**src/rtl/pump_driver.sv**
```systemverilog
// pump_driver: turns the control FSM's pump request into a protected pump drive.
// Enforces minimum on/off times, a dry-run timeout and an immediate interlock trip.
//
// state    | meaning
// ---------+-----------------------------------------------------------
// IDLE     | pump off, waiting for a request with interlock healthy
// RUN      | pump on, counting run time (min-on and dry-run timeout)
// COOLDOWN | pump off, counting minimum off time; requests ignored
// FAULT    | pump off, dry-run timeout latched until fault_clr with no request
module pump_driver #(
    parameter int CLK_FREQ   = 50_000_000,
    parameter int MIN_ON_MS  = 2000,
    parameter int MIN_OFF_MS = 5000,
    parameter int MAX_ON_S   = 600
) (
    input  logic       clk,
    input  logic       reset,
    input  logic       pump_req,
    input  logic       interlock_ok,
    input  logic       fault_clr,
    output logic       pump_on,
    output logic       fault,
    output logic [1:0] state
);

    // Limits are computed in 64 bits: the default dry-run limit exceeds 2^32 cycles.
    localparam longint unsigned ON_LIMIT  = (longint'(CLK_FREQ) / 1000) * longint'(MIN_ON_MS);
    localparam longint unsigned OFF_LIMIT = (longint'(CLK_FREQ) / 1000) * longint'(MIN_OFF_MS);
    localparam longint unsigned MAX_LIMIT = longint'(CLK_FREQ) * longint'(MAX_ON_S);
    localparam longint unsigned LIM_AB    = (ON_LIMIT > OFF_LIMIT) ? ON_LIMIT : OFF_LIMIT;
    localparam longint unsigned LIM_MAX   = (LIM_AB > MAX_LIMIT) ? LIM_AB : MAX_LIMIT;
    localparam int              CNT_W     = $clog2(LIM_MAX + 1);

    localparam logic [CNT_W-1:0] ON_M1  = CNT_W'(ON_LIMIT - 1);
    localparam logic [CNT_W-1:0] OFF_M1 = CNT_W'(OFF_LIMIT - 1);
    localparam logic [CNT_W-1:0] MAX_M1 = CNT_W'(MAX_LIMIT - 1);

    typedef enum logic [1:0] {
        IDLE     = 2'd0,
        RUN      = 2'd1,
        COOLDOWN = 2'd2,
        FAULT    = 2'd3
    } state_t;

    state_t           state_r, state_nxt;
    logic [CNT_W-1:0] cnt_r, cnt_nxt;

    // State, shared counter and registered outputs; reset lands in COOLDOWN so
    // the minimum off time also applies after power-up.
    always_ff @(posedge clk or posedge reset) begin
        if (reset) begin
            state_r <= COOLDOWN;
            cnt_r   <= '0;
            pump_on <= 1'b0;
            fault   <= 1'b0;
        end else begin
            state_r <= state_nxt;
            cnt_r   <= cnt_nxt;
            pump_on <= (state_nxt == RUN);
            fault   <= (state_nxt == FAULT);
        end
    end

    // Next-state decode; interlock beats the timeout, which beats a normal release.
    always_comb begin
        state_nxt = state_r;
        case (state_r)
            IDLE: begin
                if (pump_req && interlock_ok)
                    state_nxt = RUN;
            end
            RUN: begin
                if (!interlock_ok)
                    state_nxt = COOLDOWN;
                else if (cnt_r == MAX_M1)
                    state_nxt = FAULT;
                else if (!pump_req && (cnt_r >= ON_M1))
                    state_nxt = COOLDOWN;
            end
            COOLDOWN: begin
                if (cnt_r == OFF_M1)
                    state_nxt = IDLE;
            end
            FAULT: begin
                if (fault_clr && !pump_req)
                    state_nxt = COOLDOWN;
            end
            default: state_nxt = COOLDOWN;
        endcase
    end

    // Counter restarts on every state change and only advances in timed states.
    always_comb begin
        cnt_nxt = cnt_r;
        if (state_nxt != state_r)
            cnt_nxt = '0;
        else if (state_r == RUN || state_r == COOLDOWN)
            cnt_nxt = cnt_r + CNT_W'(1);
    end

    assign state = state_r;

endmodule

```
**config.mk**
```make
export PLATFORM = sky130hd
export DESIGN_NAME = pump_driver
export DESIGN_NICKNAME = d
export VERILOG_FILES = /design/src/rtl/pump_driver.sv
export SDC_FILE = /design/constraint.sdc
export NUM_CORES = 1
export LEC_CHECK = 0
export CORE_MARGIN = 1.5
export CORE_UTILIZATION = 40
export DETAILED_ROUTE_END_ITERATION = 10
export HOLD_SLACK_MARGIN = 0.12
export PLACE_DENSITY_LB_ADDON = 0.12
export SLEW_MARGIN = 15
export SYNTH_ARGS = -nofsm -noshare
export SYNTH_HDL_FRONTEND = slang
export SYNTH_SLANG_ARGS = --single-unit
```
**constraint.sdc**
```tcl
create_clock -name clk -period 2.3 [get_ports clk]
set_input_delay 0.46 -clock clk [delete_from_list [all_inputs] [get_ports clk]]
set_output_delay 0.46 -clock clk [all_outputs]
set_load 0.1 [all_outputs]
```
# Word-level counts from Yosys, hierarchy flattened
# Index checks and enable logic that the tools add are counted.
dict set report totals {
  regBits 39
  word_cells 30
  input_bits 5
  output_inout_bits 4
}
dict set report op_classes {
  muxes 9
  magnitude_cmp 1
  reduce_logical 7
  n_addsub 1
  n_eq_ne 8
}
# cell count
set op_table {}
lappend op_table {{$mux W35} 2}
lappend op_table {{$add A35 B1 Y35 const B} 1}
lappend op_table {{$eq A35 B28 Y1 const B} 1}
lappend op_table {{$eq A35 B35 Y1 const B} 1}
lappend op_table {{$ge A35 B27 Y1 const B} 1}
lappend op_table {{$mux W2} 6}
lappend op_table {{$pmux W2 S4} 1}
lappend op_table {{$eq A2 B2 Y1 const B} 3}
lappend op_table {{$eq A2 B1 Y1 const B} 2}
lappend op_table {{$logic_and A1 B1 Y1} 3}
lappend op_table {{$logic_not A2 Y1} 1}
lappend op_table {{$ne A2 B2 Y1} 1}
lappend op_table {{$reduce_bool A2 Y1} 1}
lappend op_table {{$logic_not A1 Y1} 1}
lappend op_table {{$logic_or A1 B1 Y1} 1}

# Depth between registers and ports, before layout
# Gate-level depths: netlist of run 1.
dict set report logic_depth {
  depth_word 8
  depth_mapped 10
  ltp_nobuf 8
}

# Worst setup path before layout of run 1
# OpenSTA, ideal clock, no wires.
dict set report synth_timing {
  path_type {register to register}
  start {register state_r[0], in the netlist state[0]}
  end {register cnt_r[34]}
  path_slack_ns -0.869
  t_required_ns 2.195
  n_path_buf 1
  stages_incl_launch_ff 10
  setup_time_ns 0.105
  t_arrival_ns 3.063
  period_less_slack_ns 3.169
  path_cell_list {dfrtp_1 inv_1 ha_1 clkbuf_1 nand4_1 nor4_4 nand3_1 nor3_1 xnor2_1 nor4b_1}
}
dict set report synth_via {
  elab_chain_len 6
  word_cells_on_any_way 15
  classes_between {eq/ne: 4; mux: 8; reduce/logical: 3}
}
# element line_no
set synth_lines {}
lappend synth_lines {{start, declared} 45} ;# state_t state_r, state_nxt;
lappend synth_lines {{start signal, assigned} 57} ;# state_r <= state_nxt;
lappend synth_lines {{$mux W2} 77} ;# else if (!pump_req && (cnt_r >= ON_M1))
lappend synth_lines {{$mux W2} 75} ;# else if (cnt_r == MAX_M1)
lappend synth_lines {{$mux W2} 73} ;# if (!interlock_ok)
lappend synth_lines {{$pmux W2 S4} 67} ;# case (state_r)
lappend synth_lines {{$ne A2 B2 Y1} 95} ;# if (state_nxt != state_r)
lappend synth_lines {{$mux W35 / $reduce_bool A2 Y1 (equally long branches)} n/a}
lappend synth_lines {{end signal, assigned} 58} ;# cnt_r <= cnt_nxt;
lappend synth_lines {{end, declared} 46} ;# logic [CNT_W-1:0] cnt_r, cnt_nxt;
# Several ways; a longest one is shown, not always the timed one.
# A chain may end at the register's enable or synchronous reset.

# Final worst setup path of run 1
dict set report layout_timing {
  start {register cnt_r[18]}
  end {register cnt_r[33]}
}
dict set report layout_via {
  elab_chain_len 8
  word_cells_on_any_way 14
  classes_between {add/sub: 1; order compare: 1; eq/ne: 3; mux: 7; reduce/logical: 2}
}
# element line_no
set layout_lines {}
lappend layout_lines {{$ge A35 B27 Y1} 77}
lappend layout_lines {{$logic_and A1 B1 Y1} 77}
lappend layout_lines {{$mux W2} 77}
lappend layout_lines {{$mux W2} 75}
lappend layout_lines {{$mux W2} 73}
lappend layout_lines {{$pmux W2 S4} 67}
lappend layout_lines {{$ne A2 B2 Y1} 95}
lappend layout_lines {{$mux W35 / $reduce_bool A2 Y1 (equally long branches)} n/a}
# Several ways; a longest one is shown, not always the timed one. The select of a mux whose other input is x is not followed.

==> results.txt, run 1 <==
The total overflow left after global routing is 0. The worst slew margin relative to its limit came out at 0.645. The kind of start point of the critical path is a register.

The die is 84.5 um tall. The flow ran to the end, but the final reports show violations. The average footprint of a synthesized cell came out at 9.25 um2.

Power spread over the standard cell area amounts to 746 nW/um2. The synthesized area is 2660 um2. The library cells used most frequently in the layout, excluding fill and tap cells, are 97 x sky130_fd_sc_hd__buf_4, 37 x sky130_fd_sc_hd__nand2_1, 37 x sky130_fd_sc_hd__dfrtp_1, 28 x sky130_fd_sc_hd__nor3_2, 22 x sky130_fd_sc_hd__xnor2_1. The actual transition at the worst max-transition pin came out at 532 ps. The final critical-path setup slack is -206 ps. The DRC marker count from the first detailed-route iteration came out at 171. The net total in the final layout came out at 402. For this run, the total global-route usage over all layers was measured as 0.238. The worst hold slack across all endpoints came out at 602 ps. The count of hold buffers inserted by post-cts repair came out at 0. Of the cells placed in the final design, the portion with a size suffix greater than 1 is 0.466.

Using the TritonRoute via totals, the vias-per-cell ratio works out to approximately 5.5. The sequential cell area is between 900 and 1000 um2. The clock net sink count is 39.

The DRC violations left came out at 0. The overall power of the completed layout came out at 3010 uW. The floorplan step defined a die boundary enclosing 7140 um2. Of all flip-flops after synthesis, the portion carrying an async set or reset was 1.00.

The synthesized netlist contains 50 unique library cells. The count of maximum capacitance violations came out at 0. The row count is 29. The clock-pin slew on the worst setup and hold paths is 80 ps. Among cell families on the critical path, the largest total delay comes from compound AO/OA/AOI/OAI gates.

Detailed placement ended at an HPWL of between 5000 and 6000 um. The detail route stage leaves a number of antenna-violating nets equal to 0. The share of the Yosys chip area taken by registers is 0.368. The largest individual stage delay along the critical path comes from the cell sky130_fd_sc_hd__or4_4. Walking the worst path, the cells encountered are buf_6 > nand2b_4 > or4_4 > o41ai_4 > buf_4 > o211ai_4 > o31ai_4 > buf_6 > clkbuf_16 > nor3_4. The tightest min-delay check is of the primary input to async pin type. The worst-case clock skew is 6.73 ps. In the synthesized netlist the dominant register cell turns out to be sky130_fd_sc_hd__dfrtp_1. The data required time of the worst path is ~2500 ps. The clock reaches the later pin of the worst-skew pair after 290 ps. The number of buffers created by CTS is 5. The area growth from synthesis to layout is 51.7%. The fill cell instance count of the final layout came out at 526. The worst setup path is of the register to register kind.

Based on the critical path, the design can be clocked at up to 399 MHz. Along the worst path, the maximum fanout reaches 8. The maximum cell stage delay along the critical path is around 500 ps. The timing startpoint of the critical path is cnt_r[18]. Counting every net in the synthesized netlist gives between 200 and 300. The starting density of the core came out at 0.416.

The worst setup slack before clock tree synthesis is -418 ps. The number of diodes is 0. The total iterations of the first detailed-routing run came out at 5. The buffer and inverter count on the worst path came out at 4. The total routed wirelength is 8090 um.

The sort of element at the end of the critical path is a register. Synthesis handed over a netlist of approximately 290 instances. The worst register-to-register path begins at cnt_r[18].

For this run, the number of Yosys warnings is 0. At the end of routability-driven placement, the weighted congestion stood at 0.835. The minimum clock period after layout came out at 2510 ps. The initial antenna violation count was 0. Setup repair after global routing could not meet its margin everywhere. The library cell appearing most often on the critical path is sky130_fd_sc_hd__buf_6.

The multi-input logic area is 1860 um2. The count of flip-flops with a built-in enable after synthesis is 0. The number of input and output port buffers inserted is 8.

The total count of max-transition violations in the final report came out at 0. The data arrival time of the critical path is between 2000 and 3000 ps. The I/O pin total is 9. The most common cell after layout, fill and taps aside is sky130_fd_sc_hd__buf_4. Dividing the final minimum period by the clock period gives 1.09.

The level count of the clock H-tree is 2. The largest net degree at the start of global routing came out at 40. The largest vdd supply drop is 881 uV.

TritonCTS built the clock tree. Once layout is complete, the utilization of the core stands at 0.631. Detailed routing inserted a total of 2598 vias. The flop and latch count out of synthesis came out at 39. The area inside the core boundary is approximately 6400 um2. The setup violation total in the final timing report came out at 38. The final reports fail on setup timing. The first global-routing pass estimated around 13000 um of wire. The mean routed wirelength per cell came out at 17.2 um.

The die is between 80 and 90 um wide. CTS placed an instance of sky130_fd_sc_hd__clkbuf_8 at the clock tree root. The number of endpoints with negative hold slack in the final report came to 0. The leakage power figure is 0.00173 uW. The number of global-route vias before repair was 2607.

The clock passes through at most 2 buffers.
## layout make-up
class,count,area share
clock buffers,7,0.0189
inverters,6,0.00621
clock inverters,1,0.00124
flip-flops and latches,39,0.244
well taps,77,0.0239
multi-input cells,228,0.462
repair buffers,112,0.243
## cells in the mapped netlist (all sizes together), types with 5 or more instances
| cell type | instances | area, um2 |
|---|---|---|
| and3 | 9 | 57.6 |
| buf | 8 | 67.6 |
| clkbuf | 5 | 48.8 |
| dfrtp | 38 | 951 |
| ha | 5 | 62.6 |
| inv | 6 | 22.5 |
| nand2 | 38 | 143 |
| nand3 | 18 | 90.1 |
| nand4 | 21 | 131 |
| nor2 | 14 | 52.6 |
| nor3 | 39 | 245 |
| nor4 | 7 | 58.8 |
| xnor2 | 22 | 193 |
| xor2 | 12 | 105 |
## registers in the layout, summed over array words and instances, names as in the netlist
register / count
cnt_r: 35
fault: 1
pump_on: 1
state: 2
## stage by stage
step                instance area [um2]  TNS, ps  cells
floorplan                          2780    -3270    287
global placement                   3470   -10870    442
detailed placement                 3470   -12120    442
CTS                                3840    -2890    464
global route                       4030    -9880    470
finish                             4030    -6480    470
## worst reg2reg max path: stages (launching register included)
cell and delay (ps):
sky130_fd_sc_hd__dfrtp_1 380, sky130_fd_sc_hd__buf_6 110, sky130_fd_sc_hd__nand2b_4 50, sky130_fd_sc_hd__or4_4 510, sky130_fd_sc_hd__o41ai_4 410, sky130_fd_sc_hd__buf_4 180
sky130_fd_sc_hd__o211ai_4 80, sky130_fd_sc_hd__o31ai_4 260, sky130_fd_sc_hd__buf_6 210, sky130_fd_sc_hd__clkbuf_16 170, sky130_fd_sc_hd__nor3_4 30
## timing repair
action                     CTS  global route
hold endpoints to repair     0             0
setup endpoints to repair   38            39
setup buffers               12             4
resized for setup           29            17
cloned                       2             2
pin swaps                   16            11
## cells by family (layout without fill, tap and decap cells)
family          Yosys count  after routing  synth area share
compound gates           17             17            0.0664
xor+xnor                 34             34             0.112
fa+ha+maj                 5              5            0.0236
buf+inv                  20            126            0.0561
flops                    39             39             0.368
mux                       1              1           0.00377
simple gates            171            171             0.370
## worst paths after layout
| check | endpoint | slack, ps | depth (start not counted) |
|---|---|---|---|
| max | cnt_r[33] | -210 | 10 |
| min | cnt_r[15] | 600 | 3 |
| max reg2reg | cnt_r[33] | -210 | 10 |
| min reg2reg | cnt_r[30] | 660 | 3 |
| max in group asynchronous | state[0] | 1280 | 3 |
| min in group clk | cnt_r[30] | 660 | 3 |
## report_power, final
part           switching [uW]  total [uW]  internal (uW)
clock                     241         455            213
sequential               33.9         781            747
combinational             991        1770            779
total                    1270        3010           1740
## metal layers
| metal | GRT usage | up-vias | routed length, um |
|---|---|---|---|
| met1 | 0.331 | 1254 | 3560 |
| met3 | 0.0374 | 12 | 448 |
| met4 | 0.0674 | 0 | 157 |
| met2 | 0.385 | 76 | 3930 |
| met5 | 0 | - | 0 |
| li1 | - | 1256 | - |
No activity file was read; power rests on OpenSTA's default activity.
==> inputs of run 2 (changes only) <==
--- a/config.mk
+++ b/config.mk
@@ -9,7 +9,6 @@
 export CORE_UTILIZATION = 40
 export DETAILED_ROUTE_END_ITERATION = 10
 export HOLD_SLACK_MARGIN = 0.12
-export PLACE_DENSITY_LB_ADDON = 0.12
 export SLEW_MARGIN = 15
 export SYNTH_ARGS = -nofsm -noshare
 export SYNTH_HDL_FRONTEND = slang
==> run 2 against run 1 <==
Effect of this change: clock-buffer cell count up 1; the run still ends with setup timing left; largest power group unchanged; critical endpoint is now cnt_r[32]; flip-flop and latch count is the same; sequential power about the same.
==> results.txt, run 2 (synthesis results as in run 1) <==
The starting density of the core is 0.416 (unchanged). The net total in the final layout came out at 382 (was 402). Commonest cells after routing, fill and taps aside: 79 x sky130_fd_sc_hd__buf_4, 36 x sky130_fd_sc_hd__nand2_1, 35 x sky130_fd_sc_hd__dfrtp_1, 24 x sky130_fd_sc_hd__nor3_2, 22 x sky130_fd_sc_hd__xnor2_1 (was 97 x sky130_fd_sc_hd__buf_4, 37 x sky130_fd_sc_hd__nand2_1, 37 x sky130_fd_sc_hd__dfrtp_1, 28 x sky130_fd_sc_hd__nor3_2, 22 x sky130_fd_sc_hd__xnor2_1). The maximum fanout count along the critical path came to 7 (was 8). The data required time of the worst path came out at 2480 ps (about the same). The sequential power share was 0.271 (was 0.260). The level count of the clock H-tree came out at 2 (unchanged).

The final weighted congestion of routability-driven global placement is 0.837 (was 0.835). The number of cells traversed by the worst register-to-register path came out at 9 (was 10). The remaining global-route overflow came out at 0 (unchanged).

The global-route wire length before repair is 11900 um (was 13400 um). The kind of cell adding the most delay to the critical path is compound AO/OA/AOI/OAI gates (unchanged). The largest net degree at the start of global routing came out at 40 (unchanged). The data arrival time of the critical path is 2720 ps (was 2690 ps). The cell-internal power is 1700 uW (was 1740 uW). Status: complete, but fails checks (unchanged).

The register ranked first by flip-flop count is cnt_r (unchanged). The per-cell via count in the routed design came to 5.49 (was 5.53). The worst-case clock skew came out at 4.60 ps (was 6.73 ps). The half-perimeter wire length after placement came out at 5090 um (was 5410 um).

The worst-skew pair later-pin latency was 290 ps (about the same). The number of buffers created by CTS came out at 5 (unchanged). The part of the power in combinational logic came out at 0.548 (was 0.589). The routed wire length on met3 came to 314 um (was 448 um). The total iterations of the first detailed-routing run is 4 (was 5). The maximum cell stage delay along the critical path came out at 500 ps (was 510 ps). The mean routed wirelength per cell was 16.9 um (was 17.2 um). The TritonCTS clock tree was built (unchanged).

The DRC marker count from the first detailed-route iteration came out at 164 (was 171). The count of maximum capacitance violations is 0 (unchanged). The worst slew margin relative to its limit came out at 0.648 (was 0.645). The instance area at placement was 3420 um2 (was 3470 um2). The row count is 29 (unchanged).

The antenna violation net count after detailed routing is 0 (unchanged). The kind of start point of the critical path is a register (unchanged). The total count of max-transition violations in the final report came out at 0 (unchanged). The detailed-route via count is 2469 (was 2598). The die area is 7140 um2 (unchanged). The flip-flop count of the largest register after layout came out at 35 (unchanged). The number of global-route vias before repair came out at 2405 (was 2607). The fraction of final layout cells sized beyond drive strength 1 came out at 0.408 (was 0.466). The DRC violations left is 0 (unchanged). The I/O pin total came out at 9 (unchanged). The top achievable clock speed came out at 395 MHz (was 399 MHz).

The wire length on met2 is 3710 um (was 3930 um). The minimum clock period after layout is 2530 ps (was 2510 ps). The initial antenna violation count came out at 0 (unchanged).

The setup violation total in the final timing report came out at 36 (was 38). The clock-pin slew on the worst setup and hold paths is 80 ps (about the same). The area inside the core boundary was 6390 um2 (unchanged).

The die width is 84.5 um (unchanged). Violated checks: setup timing (unchanged). The count of placed standard cells including taps was 432 (was 442). The switching component of the power is 1170 uW (was 1270 uW). The worst hold-check path type is primary input to async pin (unchanged). The proportion of total power due to net switching is 0.408 (was 0.421). The actual transition at the worst max-transition pin came to 524 ps (was 532 ps). The area growth from synthesis to layout came out at 40.9% (was 51.7%). The buffer and inverter count on the worst path is 3 (was 4). The uppermost layer routed is met4 (unchanged). The sort of element at the end of the critical path is a register (unchanged).

The length of routed wiring on met1 is 3470 um (was 3560 um). The count of hold buffers inserted by post-cts repair was 0 (unchanged). The cell count along the critical path is 9 (was 10). The post-route fraction of the period consumed by the critical path is 1.10 (was 1.09).

The total track usage is 0.211 (was 0.238). The total routed wirelength is 7580 um (was 8090 um). The clock net sink count came to 39 (unchanged). The final critical-path setup slack came out at -234 ps (was -206 ps). The final instance area came out at 3740 um2 (was 4030 um2). The largest vdd supply drop came to 758 uV (was 881 uV). The number of input and output port buffers inserted came to 8 (unchanged).

The maximum buffer depth of the clock tree is 2 (unchanged). The most common cell after layout, fill and taps aside is sky130_fd_sc_hd__buf_4 (unchanged). The cell at the root of the clock tree is sky130_fd_sc_hd__clkbuf_8 (unchanged). The final cell utilization of the core is 0.586 (was 0.631).

The startpoint-to-endpoint class of the critical path is register to register (unchanged). CP cell instances: nand3_1 > or4_4 > o41ai_4 > buf_4 > nand2_4 > o31ai_4 > buf_6 > clkbuf_16 > nor3_2 (was buf_6 > nand2b_4 > or4_4 > o41ai_4 > buf_4 > o211ai_4 > o31ai_4 > buf_6 > clkbuf_16 > nor3_4). The power per cell area came out at 768 nW/um2 (was 746 nW/um2). The y dimension of the die came out at 84.5 um (unchanged). The overall power of the completed layout is 2870 uW (was 3010 uW). The leakage power figure is 0.00162 uW (was 0.00173 uW).

The post-layout instance count excluding filler cells is 450 (was 470). The proportion of power drawn by the clock network came to 0.181 (was 0.151). The cell at the slowest stage of the critical path was sky130_fd_sc_hd__or4_4 (unchanged). The number of endpoints with negative hold slack in the final report is 0 (unchanged). Unrepaired setup endpoints after global routing: yes (unchanged). The number of diodes came out at 0 (unchanged).
run 2: power by group through the flow:
stage / Combinational [uW] / Sequential [uW] / Clock, uW
final: 1570 / 779 / 519
after detailed placement: 1300 / 791 / 0
after floorplan: 702 / 994 / 0
after global placement: 1290 / 791 / 0
after CTS: 1350 / 779 / 529
after global routing: 1680 / 786 / 565
run 2: per-stage QoR:
| step | hold slack (ps) | worst slack, ps | setup TNS, ps |
|---|---|---|---|
| finish | 527 | -234 | -7440 |
| global route | 551 | -306 | -10000 |
| CTS | 539 | -112 | -3350 |
| detailed placement | 637 | -155 | -3750 |
| global placement | 634 | -118 | -3190 |
| floorplan | 560 | -409 | -3270 |
run 2: repair_timing:
action | CTS | global route
resized for setup | 5 | 20
setup endpoints to repair | 36 | 39
buffers inserted | 3 | 5
pin swaps | 1 | 8
cloned | 0 | 2
run 2: layer usage:
layer	track usage	up-vias
met3	0.0334	9
li1	-	1212
met4	0.0704	0
met1	0.286	1206
met2	0.345	42
met5	0	-
run 2: layout make-up:
type | count | area, um2
Clock buffer | 8 | 100
Tap cell | 77 | 96.3
Inverter | 6 | 25.0
Sequential cell | 39 | 987
Timing Repair Buffer | 92 | 796
Multi-Input combinational cell | 228 | 1740
Fill cell | 540 | 2650
run 2: final timing paths:
check	startpoint	endpoint	slack (ps)
min in group clk	cnt_r[16]	cnt_r[16]	620
max	cnt_r[9]	cnt_r[32]	-230
min reg2reg	cnt_r[16]	cnt_r[16]	620
max reg2reg	cnt_r[9]	cnt_r[32]	-230
max in group asynchronous	reset	state[1]	1510
min	reset	cnt_r[15]	530
run 2: worst reg2reg max path: stages, from the launching register on:
cell	delay (ps)
sky130_fd_sc_hd__dfrtp_1	420
sky130_fd_sc_hd__nand3_1	100
sky130_fd_sc_hd__or4_4	500
sky130_fd_sc_hd__o41ai_4	480
sky130_fd_sc_hd__buf_4	200
sky130_fd_sc_hd__nand2_4	50
sky130_fd_sc_hd__o31ai_4	270
sky130_fd_sc_hd__buf_6	170
sky130_fd_sc_hd__clkbuf_16	170
sky130_fd_sc_hd__nor3_2	50
==> inputs of run 3 (changes only) <==
--- a/config.mk
+++ b/config.mk
@@ -5,10 +5,11 @@
 export SDC_FILE = /design/constraint.sdc
 export NUM_CORES = 1
 export LEC_CHECK = 0
-export CORE_MARGIN = 1.5
+export CORE_MARGIN = 10
 export CORE_UTILIZATION = 40
 export DETAILED_ROUTE_END_ITERATION = 10
 export HOLD_SLACK_MARGIN = 0.12
+export SKIP_LAST_GASP = 1
 export SLEW_MARGIN = 15
 export SYNTH_ARGS = -nofsm -noshare
 export SYNTH_HDL_FRONTEND = slang
==> run 3 against run 2 <==
Effect of this change: the run still ends with setup timing left; register-to-register slack better by 80 ps; power up 1.0%; worst setup slack better by 76 ps; wire length down 2.5%; largest power group unchanged.
==> results.txt, run 3 (synthesis results as in run 1) <==
The actual transition at the worst max-transition pin is 599 ps (was 524 ps). The remaining global-route overflow came out at 0 (unchanged). The maximum fanout count along the critical path came out at 14 (was 7). The maximum buffer depth of the clock tree came out at 2 (unchanged). The proportion of power drawn by the clock network is 0.180 (was 0.181). The data required time of the worst path is 2490 ps (was 2480 ps). Commonest cells after routing, fill and taps aside: 77 x sky130_fd_sc_hd__buf_4, 36 x sky130_fd_sc_hd__nand2_1, 35 x sky130_fd_sc_hd__dfrtp_1, 22 x sky130_fd_sc_hd__xnor2_1, 22 x sky130_fd_sc_hd__nor3_2 (was 79 x sky130_fd_sc_hd__buf_4, 36 x sky130_fd_sc_hd__nand2_1, 35 x sky130_fd_sc_hd__dfrtp_1, 24 x sky130_fd_sc_hd__nor3_2, 22 x sky130_fd_sc_hd__xnor2_1).

The level count of the clock H-tree came to 2 (unchanged). The most common cell after layout, fill and taps aside is sky130_fd_sc_hd__buf_4 (unchanged). The sort of element at the end of the critical path is a register (unchanged).

The area inside the core boundary came out at 6390 um2 (unchanged). The startpoint-to-endpoint class of the critical path is register to register (unchanged). The post-layout instance count excluding filler cells was 450 (unchanged). The final critical-path setup slack came to -158 ps (was -234 ps). The number of buffers created by CTS is 5 (unchanged). The row count is 29 (unchanged). The data arrival time of the critical path is 2650 ps (was 2720 ps). The initial antenna violation count is 0 (unchanged).

The global-route wire length before repair is 12000 um (was 11900 um). The largest net degree at the start of global routing is 40 (unchanged). The flip-flop count of the largest register after layout came out at 35 (unchanged). The TritonCTS clock tree is built (unchanged). The mean routed wirelength per cell is 16.4 um (was 16.9 um). The total track usage came out at 0.146 (was 0.211). The count of placed standard cells including taps is 428 (was 432). The clock net sink count came out at 39 (unchanged). The kind of start point of the critical path is a register (unchanged).

Unrepaired setup endpoints after global routing: yes (unchanged). The DRC violations left came out at 0 (unchanged). The y dimension of the die was 101 um (was 84.5 um). The number of endpoints with negative hold slack in the final report came out at 0 (unchanged). The total count of max-transition violations in the final report is 0 (unchanged). The switching component of the power came out at 1150 uW (was 1170 uW). The minimum clock period after layout came to 2460 ps (was 2530 ps). The proportion of total power due to net switching is 0.397 (was 0.408).

The top achievable clock speed is 407 MHz (was 395 MHz). The largest vdd supply drop came to 872 uV (was 758 uV). The number of input and output port buffers inserted is 8 (unchanged). The leakage power figure came out at 0.00160 uW (was 0.00162 uW). The area growth from synthesis to layout came to 40.0% (was 40.9%). The final weighted congestion of routability-driven global placement is 0.838 (was 0.837). The total iterations of the first detailed-routing run is 4 (unchanged). The die width was 101 um (was 84.5 um). The post-route fraction of the period consumed by the critical path came out at 1.07 (was 1.10). The worst slew margin relative to its limit is 0.598 (was 0.648). The power per cell area is 781 nW/um2 (was 768 nW/um2). The cell at the root of the clock tree is sky130_fd_sc_hd__clkbuf_8 (unchanged). The cell-internal power was 1750 uW (was 1700 uW). The worst-skew pair later-pin latency is 300 ps (was 290 ps). The fraction of final layout cells sized beyond drive strength 1 came to 0.399 (was 0.408). The per-cell via count in the routed design was 5.50 (was 5.49). The register ranked first by flip-flop count is cnt_r (unchanged).

The setup violation total in the final timing report was 38 (was 36). The DRC marker count from the first detailed-route iteration came out at 131 (was 164). The count of hold buffers inserted by post-cts repair came out at 0 (unchanged).

The starting density of the core is 0.416 (unchanged). The net total in the final layout was 382 (unchanged). The sequential power share is 0.268 (was 0.271). The total routed wirelength came out at 7390 um (was 7580 um). The worst hold slack across all endpoints came out at 516 ps (was 527 ps). The reg-to-reg setup timing slack came to -160 ps (was -230 ps). The number of global-route vias before repair came out at 2420 (was 2405). Status: complete, but fails checks (unchanged).

The clock-pin slew on the worst setup and hold paths came to 80 ps (about the same). The antenna violation net count after detailed routing came out at 0 (unchanged). The part of the power in combinational logic came to 0.552 (was 0.548).

The detailed-route via count is 2476 (was 2469). The number of diodes came out at 0 (unchanged). The worst hold-check path type is primary input to async pin (unchanged). The half-perimeter wire length after placement came out at 5190 um (was 5090 um). The fill cell instance count of the final layout was 555 (was 540). Violated checks: setup timing (unchanged).

The die area is 10300 um2 (was 7140 um2). The I/O pin total came out at 9 (unchanged). The count of maximum capacitance violations came to 0 (unchanged). The worst-case clock skew is 4.02 ps (was 4.60 ps).
==> run 3: cell count changes in the layout (fill, tap and decap cells not counted), moves of 2 or more <==
cell	before	now
sky130_fd_sc_hd__nor3_2	24	22
sky130_fd_sc_hd__buf_4	79	77
sky130_fd_sc_hd__buf_12	5	7
sky130_fd_sc_hd__nor3_1	15	17
==> run 3: power by group through the flow <==
stage          clock network (uW)  registers, uW  logic, uW
4_1_cts                       534            780       1470
3_5_place_dp                    0            794       1320
2_1_floorplan                   0            994        702
3_3_place_gp                    0            791       1310
5_1_grt                       565            787       1710
6_report                      521            779       1600
==> run 3: path summary, 6_finish.rpt <==
path                           start        end  cells past startpoint
min                            reset   cnt_r[7]                      3
min in group clk           cnt_r[34]  cnt_r[34]                      2
max reg2reg                cnt_r[19]  cnt_r[24]                      9
min reg2reg                cnt_r[34]  cnt_r[34]                      2
max                        cnt_r[19]  cnt_r[24]                      9
max in group asynchronous      reset   state[1]                      3
==> run 3: timing repair <==
item | CTS | global route
setup endpoints to repair | 35 | 39
buffers inserted | 8 | 4
gates resized for setup | 3 | 14
cloned | 1 | 2
pin swaps | 2 | 8
hold endpoints to repair | 0 | 0
==> run 3: cell type report <==
| class | count | area, um2 | area share |
|---|---|---|---|
| Multi-Input combinational cell | 228 | 1690 | 0.455 |
| Sequential cell | 39 | 987 | 0.266 |
| Timing Repair Buffer | 92 | 817 | 0.220 |
| Clock buffer | 8 | 100 | 0.0269 |
| Tap cell | 77 | 96.3 | 0.0259 |
| Inverter | 6 | 25.0 | 0.00673 |
==> run 3: critical path, stage by stage, from the launching register on <==
cell and delay [ps]:
sky130_fd_sc_hd__dfrtp_2 440, sky130_fd_sc_hd__nand2b_4 160, sky130_fd_sc_hd__or4_4 500, sky130_fd_sc_hd__o41ai_4 330, sky130_fd_sc_hd__buf_4 180, sky130_fd_sc_hd__o211ai_4 70, sky130_fd_sc_hd__o31ai_4 290, sky130_fd_sc_hd__buf_12 190
sky130_fd_sc_hd__buf_12 130, sky130_fd_sc_hd__nor3_1 50
==> run 3: per-stage QoR <==
step           TNS, ps  cell area (um2)  setup slack, ps  total power [uW]   util
6_report         -4880             3720             -158              2900  0.582
5_1_grt          -7820             3720             -266              3060  0.582
4_1_cts          -3510             3600             -131              2780  0.564
3_5_place_dp     -3120             3410             -173              2110  0.534
3_3_place_gp     -2500             3410             -126              2110  0.534
2_1_floorplan    -3270             2780             -409              1700      -
==> run 3: metal layers <==
| metal | vias to the layer above | global-route usage | routed length (um) |
|---|---|---|---|
| li1 | 1210 | - | - |
| met1 | 1215 | 0.182 | 3310 |
| met2 | 41 | 0.242 | 3720 |
| met3 | 10 | 0.0320 | 249 |
| met4 | 0 | 0.0525 | 112 |
| met5 | - | 0 | 0 |
